<file path="src/rtl/btb_update_ctrl.sv">
// Purpose: write-side controller for the BTB arrays (tag/target/valid/2-bit counter); queues
//          resolved branches and applies each one as a read-modify-write.
// Latency: a record pushed at edge N is read in cycle N+1 and written at the edge ending cycle N+2.
// Backpressure: upd_ready = FIFO not full; the drain rate is one record per two cycles.
//
// Ports:
//   clk, rst                      clock, synchronous active-high reset
//   upd_valid/upd_ready           resolved-branch handshake, with upd_pc, upd_target, upd_taken
//   btb_rindex, btb_windex        read and write index shared by all arrays
//   btb_load                      array write enable
//   tag_dout/valid_dout/cnt_dout  array read data for btb_rindex
//   tag_din/target_din/valid_din/cnt_din  array write data; all zero while btb_load is low
//   busy                          records queued or a write in progress

// Generic synchronous FIFO with an occupancy count.
// Latency: a pushed word is visible at pop_dat in the next cycle.
// Backpressure: push is ignored when full and pop is ignored when empty.
module fifo #(
    parameter int W     = 8,
    parameter int DEPTH = 4
) (
    input  logic                       clk,
    input  logic                       rst,
    input  logic                       push,
    input  logic [W-1:0]               push_dat,
    input  logic                       pop,
    output logic [W-1:0]               pop_dat,
    output logic                       full,
    output logic                       empty,
    output logic [$clog2(DEPTH+1)-1:0] count
);
    localparam int PW = $clog2(DEPTH);
    localparam int CW = $clog2(DEPTH + 1);
    localparam logic [PW-1:0] PONE = PW'(1);
    localparam logic [CW-1:0] CONE = CW'(1);
    localparam logic [CW-1:0] CMAX = CW'(DEPTH);

    logic [W-1:0]  mem [DEPTH];
    logic [PW-1:0] wr_ptr;
    logic [PW-1:0] rd_ptr;
    logic          do_push;
    logic          do_pop;

    assign full    = (count == CMAX);
    assign empty   = (count == '0);
    assign do_push = push & ~full;
    assign do_pop  = pop & ~empty;
    assign pop_dat = mem[rd_ptr];

    always_ff @(posedge clk) begin
        if (rst) begin
            wr_ptr <= '0;
            rd_ptr <= '0;
            count  <= '0;
            // Storage is cleared so the head index reads as 0 after reset.
            for (int i = 0; i < DEPTH; i++) begin
                mem[i] <= '0;
            end
        end else begin
            if (do_push) begin
                mem[wr_ptr] <= push_dat;
                wr_ptr      <= wr_ptr + PONE;
            end
            if (do_pop) begin
                rd_ptr <= rd_ptr + PONE;
            end
            case ({do_push, do_pop})
                2'b10:   count <= count + CONE;
                2'b01:   count <= count - CONE;
                default: count <= count;
            endcase
        end
    end
endmodule

module btb_update_ctrl #(
    parameter int width     = 32,
    parameter int bit_entry = 5,
    parameter int qdepth    = 4
) (
    input  logic                      clk,
    input  logic                      rst,
    input  logic                      upd_valid,
    output logic                      upd_ready,
    input  logic [width-1:0]          upd_pc,
    input  logic [width-1:0]          upd_target,
    input  logic                      upd_taken,
    output logic [bit_entry-1:0]      btb_rindex,
    output logic [bit_entry-1:0]      btb_windex,
    output logic                      btb_load,
    input  logic [width-bit_entry-3:0] tag_dout,
    input  logic                      valid_dout,
    input  logic [1:0]                cnt_dout,
    output logic [width-bit_entry-3:0] tag_din,
    output logic [width-1:0]          target_din,
    output logic                      valid_din,
    output logic [1:0]                cnt_din,
    output logic                      busy
);
    localparam int tw = width - bit_entry - 2;
    localparam int cw = $clog2(qdepth + 1);

    typedef struct packed {
        logic [width-1:0] pc;
        logic [width-1:0] target;
        logic             taken;
    } upd_t;

    typedef enum logic {
        S_READ  = 1'b0,
        S_WRITE = 1'b1
    } state_t;

    state_t               state;
    state_t               state_nx;
    upd_t                 in_rec;
    upd_t                 head;
    logic                 q_full;
    logic                 q_empty;
    logic [cw-1:0]        q_count;
    logic                 q_push;
    logic                 q_pop;
    logic [bit_entry-1:0] head_index;
    logic [tw-1:0]        head_tag;
    logic                 hit_q;
    logic [1:0]           cnt_q;
    logic                 wr_en;
    logic [1:0]           cnt_nx;
    logic                 unused_pc_lsb;

    assign in_rec.pc     = upd_pc;
    assign in_rec.target = upd_target;
    assign in_rec.taken  = upd_taken;

    assign upd_ready = ~q_full;
    assign q_push    = upd_valid & upd_ready;

    fifo #(
        .W     ($bits(upd_t)),
        .DEPTH (qdepth)
    ) u_fifo (
        .clk      (clk),
        .rst      (rst),
        .push     (q_push),
        .push_dat (in_rec),
        .pop      (q_pop),
        .pop_dat  (head),
        .full     (q_full),
        .empty    (q_empty),
        .count    (q_count)
    );

    assign head_index    = head.pc[bit_entry+1:2];
    assign head_tag      = head.pc[width-1:bit_entry+2];
    assign unused_pc_lsb = &{1'b0, head.pc[1:0]};

    // Both ports always point at the head entry; the arrays forward din on a
    // matching index, which is why S_WRITE works only from the captured values.
    assign btb_rindex = head_index;
    assign btb_windex = head_index;

    always_ff @(posedge clk) begin
        if (rst) begin
            state <= S_READ;
            hit_q <= 1'b0;
            cnt_q <= 2'b00;
        end else begin
            state <= state_nx;
            if (state == S_READ && !q_empty) begin
                hit_q <= valid_dout & (tag_dout == head_tag);
                cnt_q <= cnt_dout;
            end
        end
    end

    always_comb begin
        state_nx = state;
        q_pop    = 1'b0;
        wr_en    = 1'b0;
        cnt_nx   = 2'b00;
        case (state)
            S_READ: begin
                if (!q_empty) begin
                    state_nx = S_WRITE;
                end
            end
            S_WRITE: begin
                state_nx = S_READ;
                q_pop    = 1'b1;
                if (hit_q) begin
                    wr_en = 1'b1;
                    if (head.taken) begin
                        cnt_nx = (cnt_q == 2'b11) ? 2'b11 : cnt_q + 2'b01;
                    end else begin
                        cnt_nx = (cnt_q == 2'b00) ? 2'b00 : cnt_q - 2'b01;
                    end
                end else if (head.taken) begin
                    // Allocate on a taken miss, starting weakly taken.
                    wr_en  = 1'b1;
                    cnt_nx = 2'b10;
                end
            end
            default: state_nx = S_READ;
        endcase
    end

    // Reset kills the write of an in-flight S_WRITE within the same cycle.
    assign btb_load   = wr_en & ~rst;
    assign tag_din    = btb_load ? head_tag    : '0;
    assign target_din = btb_load ? head.target : '0;
    assign valid_din  = btb_load;
    assign cnt_din    = btb_load ? cnt_nx      : 2'b00;

    assign busy = (q_count != '0) | (state == S_WRITE);
endmodule

</file>
<file path="config.mk">
export PLATFORM = sky130hd
export DESIGN_NAME = btb_update_ctrl
export DESIGN_NICKNAME = d
export VERILOG_FILES = /design/src/rtl/btb_update_ctrl.sv
export SDC_FILE = /design/constraint.sdc
export NUM_CORES = 1
export LEC_CHECK = 0
export CELL_PAD_IN_SITES_DETAIL_PLACEMENT = 0
export CELL_PAD_IN_SITES_GLOBAL_PLACEMENT = 2
export CORE_ASPECT_RATIO = 0.8
export CORE_MARGIN = 5
export CORE_UTILIZATION = 40
export CTS_CLUSTER_SIZE = 24
export DETAILED_ROUTE_END_ITERATION = 7
export PLACE_DENSITY_LB_ADDON = 0.1
export SETUP_SLACK_MARGIN = 0.4
export SLEW_MARGIN = 15
export SYNTH_ARGS = -nofsm -noshare
export SYNTH_HDL_FRONTEND = slang
export SYNTH_SLANG_ARGS = --single-unit
</file>
<file path="constraint.sdc">
create_clock -name clk -period 11.8 [get_ports clk]
set_input_delay 1.77 -clock clk [delete_from_list [all_inputs] [get_ports clk]]
set_output_delay 1.77 -clock clk [all_outputs]
set_load 0.05 [all_outputs]
</file>
After elaboration in Yosys (flattened, before gate mapping)
Memories as Yosys holds them, arrays and structs flattened. A register that Yosys moved wholly into a read port is not among the register bits. Index checks and enable logic that the tools add are counted.

Bits in registers: 11. Bits in latches: 0. RAM bits: 260. Memory bits (read-only): 0. Input port bits: 96. Output and inout bits: 73. Word-level logic and storage cells: 61. Memories: 1.

$add $sub $neg: 6. Multipliers: 0. Div/mod/pow operators: 0. Magnitude comparators: 0. Equal/unequal tests: 5. Shift-type cells: 0. Mux-type cells: 26. Bitwise gates (word level): 10. Reduce and logical (&&, ||, !) cells: 7.

Memories: u_fifo.mem (depth 4, bits a word 65, rd ports 1, clocked after memory_dff 1, wr ports 4, line 38) `logic [W-1:0] mem [DEPTH];`.

Operators by type and width (number): 65-bit 2-to-1 mux (1); 65-bit OR reduction (1); 32-bit 2-to-1 mux (1); 25-bit equality test (1); 25-bit 2-to-1 mux (1); 2-bit 2-to-1 mux (10); 1-bit 2-to-1 mux (11); 2-bit by 1-bit adder with 2-bit output (second input constant) (3); 3-bit case mux with 2 select lines (1); 1-bit AND (5); 2-bit equality test (second input constant) (2); 1-bit inverter (4); 3-bit by 1-bit adder with 3-bit output (second input constant) (1); 3-bit equality test (second input constant) (1); 3-bit logical NOT (1); 3-bit nonzero test (1); 3-bit by 1-bit subtractor with 3-bit output (second input constant) (1); 2-bit by 1-bit equality test with 1-bit output (second input constant) (1); 2-bit logical NOT (1); 1-bit case mux with 2 select lines (1); 2-bit nonzero test (1); 2-bit by 1-bit subtractor with 2-bit output (second input constant) (1); 1-bit logical AND (1); 1-bit logical NOT (1); 1-bit bitwise OR (1).

Depth between registers and ports, before layout
Gate-level depths: netlist (run 1).

Depth in word-level cells: 9. Depth in mapped cells: 9. Depth with buffers taken out: 9.

Cells and area by module
From an unflattened synthesis (run 1), not the netlist that was laid out.

Cells, all modules: 809. Area total of the unflattened synthesis: 12634.6 um^2.

By module, submodules not included: fifo (instances 1, cells an instance 681, area an instance 11728.7 um^2, seq. area each 7987.7 um^2); btb_update_ctrl (instances 1, cells an instance 128, area an instance 905.9 um^2, seq. area each 80.1 um^2).

Least setup slack after synthesis (run 1)
OpenSTA, ideal clock, no wires.

Kind: input to output. Start point: in rst. End point: out cnt_din[0]. Data arrival time: 3.715 ns. Data required time: 10.030 ns. Path slack: 6.315 ns. Stages on the path: 5. Path buffers: 2. Cells stage by stage: clkbuf_1 nand2b_1 o21bai_1 clkbuf_1 a211oi_1.

Longest elaborated chain between the ends: 3.

RTL lines: from (decl) (line 82) `input logic rst,`; 1-bit inverter (line 208) `assign btb_load = wr_en & ~rst;`; 1-bit AND (line 208); 2-bit 2-to-1 mux (line 212) `assign cnt_din = btb_load ? cnt_nx : 2'b00;`; to (decl) (line 97) `output logic [1:0] cnt_din,`.

No other way between the ends.

Worst setup path in the final report (run 1)
Start point: in rst. End point: out tag_din[15].

Longest elaborated chain between the ends: 3.

RTL lines: 1-bit inverter (line 208); 1-bit AND (line 208); 25-bit 2-to-1 mux (line 209) `assign tag_din = btb_load ? head_tag : '0;`; to (decl) (line 94) `output logic [width-bit_entry-3:0] tag_din,`.

No other way between the ends.

==> impl_results.md, run 1 <==
* Status: finished clean
* Worst clock skew at 0.01909 ns
* Worst-path fanout max at 40
* Worst Path Required at between 10 and 15 ns
* Largest net degree at the start of global routing at 65
* Post-synth top cells: 252 x edfxtp_1, 141 x nor2_1, 84 x nand2_1
* Xor-xnor portion of the synthesized cell area at 0.02248
* Diode count at 0
* Post-Synth Adder-Cell Area at 0.002693
* First-pass GRT wire length at 45.42 mm
* # fillers at 2705
* Non-Filler Instances at approximately 1500
* Post-synth top area cell: edfxtp_1
* Post-synth EDFFs at around 250
* Root buf cell: clkbuf_16
* Post-route DRC at 0
* Min-Delay Path Class: reg2reg
* PnR worst setup slack at 4.902 ns
* Flop2flop setup slack at 7.74 ns
* Post CTS Setup Buffer Count at 0
* PortBufs at 166
* First-pass iteration count of the detailed router at 4
* Max IR drop VDD at 0.1060 mV
* Via count at approximately 7200
* I/O pins at about 170
* Synthesized instance count at 900
* Multiplexer share of the synthesized area at 0.1211
* Tot Pwr at 2.398 mW
* DIE HEIGHT at 165.4 µm
* CP arrival at 5.13 ns
* Layout cells sized above 1 at 0.09363
* Top cell type's share of synthesized area at 0.6265
* Leak at 5.546 nW
* Clock Latency Late Sink at 0.54 ns
* Die Span X at 204.3 µm
* Synth Net Count at 998
* Cell with the most instances after synthesis: edfxtp_1
* Largest family of logic cells by synthesized area: simple AND/OR/NAND/NOR gates
* Final slew viol count at 0
* Total count of hold-check failures in the final report at 0
* Post-DR wirelength/cell at 20.42 µm
* WHS Endpoint: cnt_q[1]
* Final Setup Violations at 0
* DRT Wirelength at ~30 mm
* CTS tree: done
* GR Util All Layers at 0.1775
* Htree depth at 1
* Final critical path time including I/O delays and setup at 6.898 ns
* Sequential standard cell area at 0.007835 mm²
* Simple-gate portion of the synthesized area at 0.1423
* Hold Path Origin: cnt_q[1]
* Area Growth Syn to Fin at 23.86%
* Pre-CTS setup slack at 4.855 ns
* Hpwl dp at 17.31 mm
* Max frequency at 0.1450 GHz
* Crit Path Category: in2out
* Compound-cell area share of the yosys netlist at 0.01844
* Final Cycle Share at 0.5846
* Reg2reg end: hit_q
* Initial core utilization at 0.4085
* Initial antenna violation count at 1
* Pwr Density at 160.3 mW/mm²
* Synth top area cells: edfxtp_1 63%, mux4_2 8.4%, nor2_1 4.4%
* Initial DRC Count at between 300 and 400
* Hold Path Cell Cnt at 2
* Yosys warning count at 0
* #FFs+latches synth at roughly 270
* Aggregate global routing overflow at 0
* Clk sink count at 265
* Die area at 0.03379 mm²
* Number of global-route vias before repair at 7584
* Setup TNS at 0 ns
* Inserted Clock Buffers at 29
* Clock-pin slew on the worst setup and hold paths at roughly 0.06 ns
* Setup crit start kind: primary input
* Multi-input logic area at roughly 0.0038 mm²
* FP Rows at 56
* RSZ-0062 raised after global routing: no
* PostCTS Resize Cnt at 0
* Synthesized area per cell at 13.42 µm²
* Placed Cells at 1424
* Unique masters post-synth at 43
* Seq/Total Area, Yosys at 0.6480
* Ys async rst share at 0
* Number of max-cap violations at 0
* Vias/cell at between 4 and 5
* Cell Area, Synth at 0.01208 mm²
* DRT antenna net count at 0
* Final Net Count at 1147
* CTS max path bufs at 3
* Primary FF master, synth: edfxtp_1
* Endpoint type of the worst setup path: output port
* Worst slew margin at 0.3268
* Cts hold-fix bufs at 0
* Core box area at about 0.030 mm²
* Worst Tran Pin Value at between 1 and 1.5 ns
* Reg2reg path depth at 7
* Gpl congestion at slightly above 0.7
[kinds of logic (layout without fill, tap and decap cells)]
family	Yosys count	in the layout
xor+xnor	31	31
simple gates	365	365
fa+ha+maj	2	2
compound gates	34	34
flops	265	265
buf+inv	128	296
mux	75	75
[placed cells by master, fill, tap and decap left out, types with 9 or more instances in the layout]
master           count
edfxtp_1           252
clkdlybuf4s50_1    166
nor2_1             140
nand2_1             84
inv_1               71
and2_1              63
nor2b_1             50
mux4_2              45
clkbuf_16           29
mux2i_1             19
xnor2_1             18
xor2_1              13
dfxtp_1             11
clkbuf_1            10
mux4_1               9
buf_4                9
[report_power, final]
part | total (mW) | internal [mW] | switching, mW | leakage, nW
logic | 0.428 | 0.176 | 0.252 | 2.41
registers | 1.16 | 1.12 | 0.0383 | 2.73
clock network | 0.815 | 0.469 | 0.346 | 0.404
[flip-flops by register name, indices dropped and copies added (netlist names), named ones only]
name           cells
u_fifo.mem       252
u_fifo.count       3
cnt_q              2
u_fifo.rd_ptr      2
u_fifo.wr_ptr      2
hit_q              1
state              1
[worst max-delay path by stage]
stage                     from           to  depth (start not counted)
after floorplan            rst   cnt_din[0]                          5
after global placement     rst   tag_din[2]                          7
after detailed placement   rst   tag_din[2]                          7
after CTS                  rst   tag_din[2]                          7
after global routing       rst  tag_din[15]                          7
final                      rst  tag_din[15]                          7
[final cells by class]
type,count,area share
well taps,406,0.03395
inverters,71,0.01781
clock buffers,39,0.05102
multi-input cells,507,0.2530
flip-flops and latches,265,0.5237
repair buffers,175,0.1156
clock inverters,11,0.004934
[metal layers]
metal / share of wire / vias up / track usage
met5: 0.00066 / - / 0
met4: 0.016 / 2 / 0.03075
li1: - / 3446 / -
met3: 0.047 / 34 / 0.03104
met2: 0.48 / 152 / 0.3007
met1: 0.45 / 3571 / 0.2468
[metrics by stage]
stage          hold WS, ns    util  area [µm²]
4_1_cts             0.4938  0.5060       14960
5_1_grt             0.5288  0.5060       14960
3_5_place_dp        0.4855  0.4777       14120
3_3_place_gp        0.4786  0.4777       14120
6_report            0.4955  0.5060       14960
2_1_floorplan       0.4597       -       12080
[worst max-delay path, stage by stage]
cell and delay [ns]:
clkdlybuf4s50_1 0.98, nand2b_1 0.23, o21bai_4 0.22, buf_4 0.56
inv_1 0.35, and3_1 0.28, clkdlybuf4s50_1 0.72
(Power assumes the default switching activity.)
==> run 2: changes to the inputs <==
CORE_UTILIZATION = 38   (was 40)
clock period = 7 ns   (was 11.8 ns; I/O delays follow)
==> run 2 against run 1 <==
Net effect:
- register-to-register slack lost 4.6 ns
- first-iteration DRC count increased by 6.6%
- routed wire length increased by 0.23%
- worst hold slack better by 0.011 ns
- combinational power increased by 69%
- cell count grew 1.2%
- clock power increased by 83%
- sequential power increased by 68%
- worst setup slack lost 3.1 ns
- global-route usage decreased by 0.86 points
- critical path depth down 2
- via count shrank 1.3%
- critical path type is now reg2out
- critical endpoint is now target_din[26]
==> impl_results.md, run 2 (same netlist as run 1, synthesis figures left out) <==
* Status: finished clean
* Number of global-route vias before repair at 7691 (+1.4%)
* CTS max path bufs at 3 (unchanged)
* Regs by FF count: u_fifo.mem x252, u_fifo.count x3
* Most common cell after layout, fill and taps aside: edfxtp_1
* Final Setup Violations at 0 (unchanged)
* Area after DPL at 0.01415 mm² (+0.18%)
* Final critical path time including I/O delays and setup at 5.203 ns
* Cts hold-fix bufs at 0 (unchanged)
* CTS tree: done
* Initial core utilization at 0.3844 (-0.02411)
* Post-DR wirelength/cell at 20.22 µm (-0.98%)
* Worst Path Required at 5.95 ns (-4.08 ns)
* Core box area at 0.03142 mm² (+6.3%)
* Final Cycle Share at 0.7433
* I/O pins at 169 (unchanged)
* Inserted Clock Buffers at 28 (-3.4%)
* Commonest cells after routing, fill and taps aside: 252 x edfxtp_1, 166 x clkdlybuf4s50_1, 140 x nor2_1
* GR Util All Layers at 0.1689 (-0.008557)
* Worst clock skew at 0.01503 ns (-0.004060 ns)
* FP Rows at 58 (+3.6%)
* Endpoint type of the worst setup path: output port
* Max IR drop VDD at 0.1935 mV (+83%)
* Number of max-cap violations at 0 (unchanged)
* Htree depth at 1 (unchanged)
* Largest net degree at the start of global routing at 65 (unchanged)
* Setup crit start kind: flip-flop
* Tot Pwr at 4.165 mW (+74%)
* Max frequency at 0.1922 GHz
* PostCTS Resize Cnt at 0 (unchanged)
* Pwr Density at 276.3 mW/mm² (+72%)
* Hpwl dp at 17.57 mm (+1.5%)
* Critical-path cell list: mux4_2 -> o21bai_4 -> buf_4 -> nor2b_1 -> clkdlybuf4s50_1
* Vias/cell at 4.767 (-2.5%)
* Total count of hold-check failures in the final report at 0 (unchanged)
* Worst slew margin at 0.2714 (-0.05542)
* CP arrival at 4.15 ns (-0.98 ns)
* Die Span X at 209.3 µm (+2.5%)
* RSZ-0062 raised after global routing: no
* Min-Delay Path Class: reg2reg
* Max FFs per register at 252 (unchanged)
* Crit Path Category: reg2out
* Worst-path fanout max at 31 (-23%)
* Initial DRC Count at 374 (+6.6%)
* Slowest CP cell: dfxtp_4
* Final slew viol count at 0 (unchanged)
* Aggregate global routing overflow at 0 (unchanged)
* Post-route DRC at 0 (unchanged)
* First-pass iteration count of the detailed router at 5 (+1)
* Leak at 5.606 nW (+1.1%)
* Clk sink count at 265 (unchanged)
* DRT Wirelength at 30.16 mm (+0.23%)
* Worst Tran Pin Value at 1.090 ns (+0.08023 ns)
* Clock-pin slew on the worst setup and hold paths at 0.06 ns (about the same)
* Final Net Count at 1147 (unchanged)
* Placed Cells at 1439 (+1.1%)
* Flop2flop setup slack at 3.18 ns (-4.56 ns)
* Area Growth Syn to Fin at 24.78%
* Die area at 0.03548 mm² (+5.0%)
* Post CTS Setup Buffer Count at 0 (unchanged)
* Final Instance Area at 0.01507 mm² (+0.74%)
* Clock Latency Late Sink at 0.55 ns (about the same)
* Initial antenna violation count at 1 (unchanged)
* PortBufs at 166 (unchanged)
* DIE HEIGHT at 169.5 µm (+2.4%)
* Via count at 7113 (-1.3%)
* First-pass GRT wire length at 46.10 mm (+1.5%)
* Fin util at 0.4797 (-0.02631)
* Most flop-heavy register: u_fifo.mem
* Layout cells sized above 1 at 0.1046 (+0.01094)
* Non-Filler Instances at 1492 (+1.2%)
* Root buf cell: clkbuf_16
* Gpl congestion at 0.7257 (+0.65%)
* Setup TNS at 0 ns (unchanged)
* Critical path's largest stage delay at 0.78 ns (-0.20 ns)
* # fillers at 2805 (+3.7%)
* DRT antenna net count at 0 (unchanged)
run 2: cell count changes in the layout (fill, tap and decap cells not counted):
cell       before  now
clkinv_2        1   10
clkbuf_1       10    4
bufinv_16       1    4
clkinv_1        8    5
buf_4           9   10
clkbuf_16      29   28
clkinv_8        0    1
diode_2         0    1
inv_6           1    0
run 2: final cells by class:
cell class,instances,area [µm²],share of cell area
diodes,1,2.502,0.0001660
repair buffers,176,1737,0.1152
flip-flops and latches,265,7835,0.5198
inverters,71,266.5,0.01768
well taps,420,525.5,0.03487
multi-input cells,507,3785,0.2511
clock buffers,32,715.7,0.04748
clock inverters,20,205.2,0.01361
run 2: layer usage:
layer / GRT usage / share of wire / vias to the layer above
met1: 0.2398 / 0.46 / 3491
li1: - / - / 3447
met5: 0 / 0.00036 / -
met2: 0.2815 / 0.48 / 140
met3: 0.02938 / 0.044 / 33
met4: 0.02723 / 0.015 / 2
run 2: report_power, final:
part           internal (mW)  leakage (nW)  switching, mW  total (mW)
Combinational          0.297          2.41          0.426       0.723
Sequential              1.88          2.73         0.0661        1.95
Clock                  0.880         0.460          0.613        1.49
Total                   3.06          5.61           1.11        4.16
run 2: worst max-delay path, delay by kind of cell (launching register included):
family                 cells  cell delay [ns]
AO/OA/AOI/OAI              1             0.78
flip-flops                 1             0.78
AND/OR/NAND/NOR            1             0.16
multiplexers               1             0.68
buffers and inverters      2             1.20
run 2: path summary, 6_finish.rpt:
path / depth (start not counted) / to / start
min reg2reg: 2 / cnt_q[0] / cnt_q[0]
max reg2reg: 7 / hit_q / flip-flop
min: 2 / cnt_q[0] / cnt_q[0]
max: 5 / target_din[26] / flip-flop
run 2: per-stage QoR:
step                setup WS [ns]  hold WS, ns
detailed placement          2.070       0.4895
floorplan                   2.338       0.4597
CTS                         1.561       0.5044
global placement            2.051       0.4859
global route                1.459       0.5348
finish                      1.797       0.5060
==> run 3: changes to the inputs <==
clock period = 5.2 ns   (was 7 ns; I/O delays follow)
==> run 3 against run 2 <==
Net effect:
- critical endpoint is now tag_din[3]
- critical path type unchanged
- clock-buffer cell count is 1 lower
- total power is 35% higher
- sequential share of layout area is 0.21 points lower
- combinational power is 40% higher
- routed wire length is 1.6% lower
- final area is 0.41% higher
==> impl_results.md, run 3 (same netlist as run 1, synthesis figures left out) <==
* Status: finished clean
* Min-Delay Path Class: reg2reg
* Worst clock skew at 0.01600 ns (+0.0009689 ns)
* Area after DPL at 0.01420 mm² (+0.39%)
* DRT Wirelength at 29.69 mm (-1.6%)
* Seq pwr share at 0.464 (-0.004)
* Final Net Count at 1152 (+0.44%)
* CP arrival at 3.39 ns (-0.76 ns)
* Sw Pwr at 1.501 mW (+36%)
* Aggregate global routing overflow at 0 (unchanged)
* PortBufs at 166 (unchanged)
* Routed wl met2 at 14.06 mm (-3.0%)
* Core box area at 0.03142 mm² (unchanged)
* Sequential standard cell area at 0.007835 mm² (unchanged)
* Initial antenna violation count at 3 (+2)
* Htree depth at 1 (unchanged)
* Root buf cell: clkbuf_16
* Post CTS Setup Buffer Count at 0 (unchanged)
* Commonest cells after routing, fill and taps aside: 252 x edfxtp_1, 166 x clkdlybuf4s50_1, 140 x nor2_1
* Clock-pin slew on the worst setup and hold paths at 0.06 ns (about the same)
* # fillers at 2820 (+0.53%)
* Worst-path fanout max at 42 (+35%)
* Final slew viol count at 0 (unchanged)
* Initial DRC Count at 370 (-1.1%)
* Cts hold-fix bufs at 0 (unchanged)
* Slowest CP cell: mux4_1
* Critical-path cell list: buf_4 -> mux4_1 -> nor2b_1 -> clkdlybuf4s50_1
* Setup crit start kind: flip-flop
* Leak at 5.633 nW (+0.47%)
* WL met1 at 13.45 mm (-2.9%)
* Gpl congestion at 0.7246 (-0.15%)
* Initial core utilization at 0.3844 (unchanged)
* Die area at 0.03548 mm² (unchanged)
* Final Setup Violations at 0 (unchanged)
* Fin util at 0.4816 (+0.001951)
* Layout cells sized above 1 at 0.1086 (+0.004060)
* Post-route DRC at 0 (unchanged)
* Tot Pwr at 5.611 mW (+35%)
* Post-DR wirelength/cell at 19.82 µm (-2.0%)
* I/O pins at 169 (unchanged)
* CTS tree: done
* Die Span X at 209.3 µm (unchanged)
* Max FFs per register at 252 (unchanged)
* Placed Cells at 1443 (+0.28%)
* Vias/cell at 4.794 (+0.57%)
* Clock power share at 0.356 (-0.002)
* Non-Filler Instances at 1498 (+0.40%)
* Most common cell after layout, fill and taps aside: edfxtp_1
* Largest net degree at the start of global routing at 65 (unchanged)
* Area Growth Syn to Fin at 25.29%
* WL met3 at 1.744 mm (+30%)
* CTS max path bufs at 3 (unchanged)
* Via count at 7182 (+0.97%)
* First-pass GRT wire length at 45.24 mm (-1.9%)
* FP Rows at 58 (unchanged)
* DRT antenna net count at 0 (unchanged)
* Final Cycle Share at 0.8026
* Hpwl dp at 17.69 mm (+0.68%)
* Endpoint type of the worst setup path: output port
* Inserted Clock Buffers at 29 (+3.6%)
* Power Internal at 4.110 mW (+34%)
* Max IR drop VDD at 0.2557 mV (+32%)
* GR Util All Layers at 0.1655 (-0.003406)
* Worst Tran Pin Value at 1.035 ns (-0.05477 ns)
* Max layer used: met5
* Number of global-route vias before repair at 7462 (-3.0%)
* Crit Path Category: reg2out
* PostCTS Resize Cnt at 0 (unchanged)
* DIE HEIGHT at 169.5 µm (unchanged)
* Max frequency at 0.2396 GHz
* Multi-input logic area at 0.003785 mm² (unchanged)
* Regs by FF count: u_fifo.mem x252, u_fifo.count x3
* Number of max-cap violations at 0 (unchanged)
* Worst slew margin at 0.3098 (+0.03845)
* Most flop-heavy register: u_fifo.mem
* Sw frac at 0.2675 (+0.002099)
* Pwr Density at 370.8 mW/mm² (+34%)
* Total count of hold-check failures in the final report at 0 (unchanged)
* Final critical path time including I/O delays and setup at about 4.2 ns
* Combinational power share at 0.180 (+0.006)
* Setup TNS at 0 ns (unchanged)
* Clock Latency Late Sink at 0.54 ns (about the same)
* Final Instance Area at 0.01513 mm² (+0.41%)
* Clk sink count at 265 (unchanged)
* Worst Path Required at 4.42 ns (-1.53 ns)
* First-pass iteration count of the detailed router at 4 (-1)
* RSZ-0062 raised after global routing: no
* Critical path's largest stage delay at 0.81 ns (+0.03 ns)
==> run 3: critical path: cells and delay by family (launching register included) <==
| kind | cells | cell delay, ns |
|---|---|---|
| buf+inv | 2 | 1.31 |
| flops | 1 | 0.52 |
| mux | 1 | 0.81 |
| simple gates | 1 | 0.20 |
==> run 3: final timing paths <==
check	start	end	slack [ns]	cells after the start
worst max register to register	flip-flop	hit_q	1.76	7
worst min-delay path	cnt_q[0]	cnt_q[0]	0.50	2
worst min register to register	cnt_q[0]	cnt_q[0]	0.50	2
worst max-delay path	flip-flop	tag_din[3]	1.03	4
==> run 3: per-layer routing <==
layer,global-route usage,up-vias
met4,0.02552,6
met3,0.03012,38
met2,0.2697,177
met1,0.2401,3500
met5,0,-
li1,-,3461
==> run 3: metrics by stage <==
step | hold slack (ns) | setup slack (ns)
floorplan | 0.4597 | 0.6115
global placement | 0.4777 | 1.180
detailed placement | 0.4825 | 1.206
CTS | 0.4908 | 0.9048
global route | 0.5172 | 0.8223
finish | 0.4955 | 1.026
==> run 3: cell type report <==
type	instances	share of cell area
flip-flops and latches	265	0.5177
multi-input cells	507	0.2501
clock inverters	23	0.01282
well taps	420	0.03473
repair buffers	180	0.1184
clock buffers	31	0.04845
diodes	1	0.0001654
inverters	71	0.01761
==> run 3: power groups by stage <==
stage	Clock [mW]	Combinational (mW)	Sequential, mW
final	2.00	1.01	2.60
after global routing	2.14	1.10	2.62
after CTS	2.05	1.03	2.61
after detailed placement	0	1.03	2.65
after global placement	0	1.03	2.65
after floorplan	0	0.697	2.62
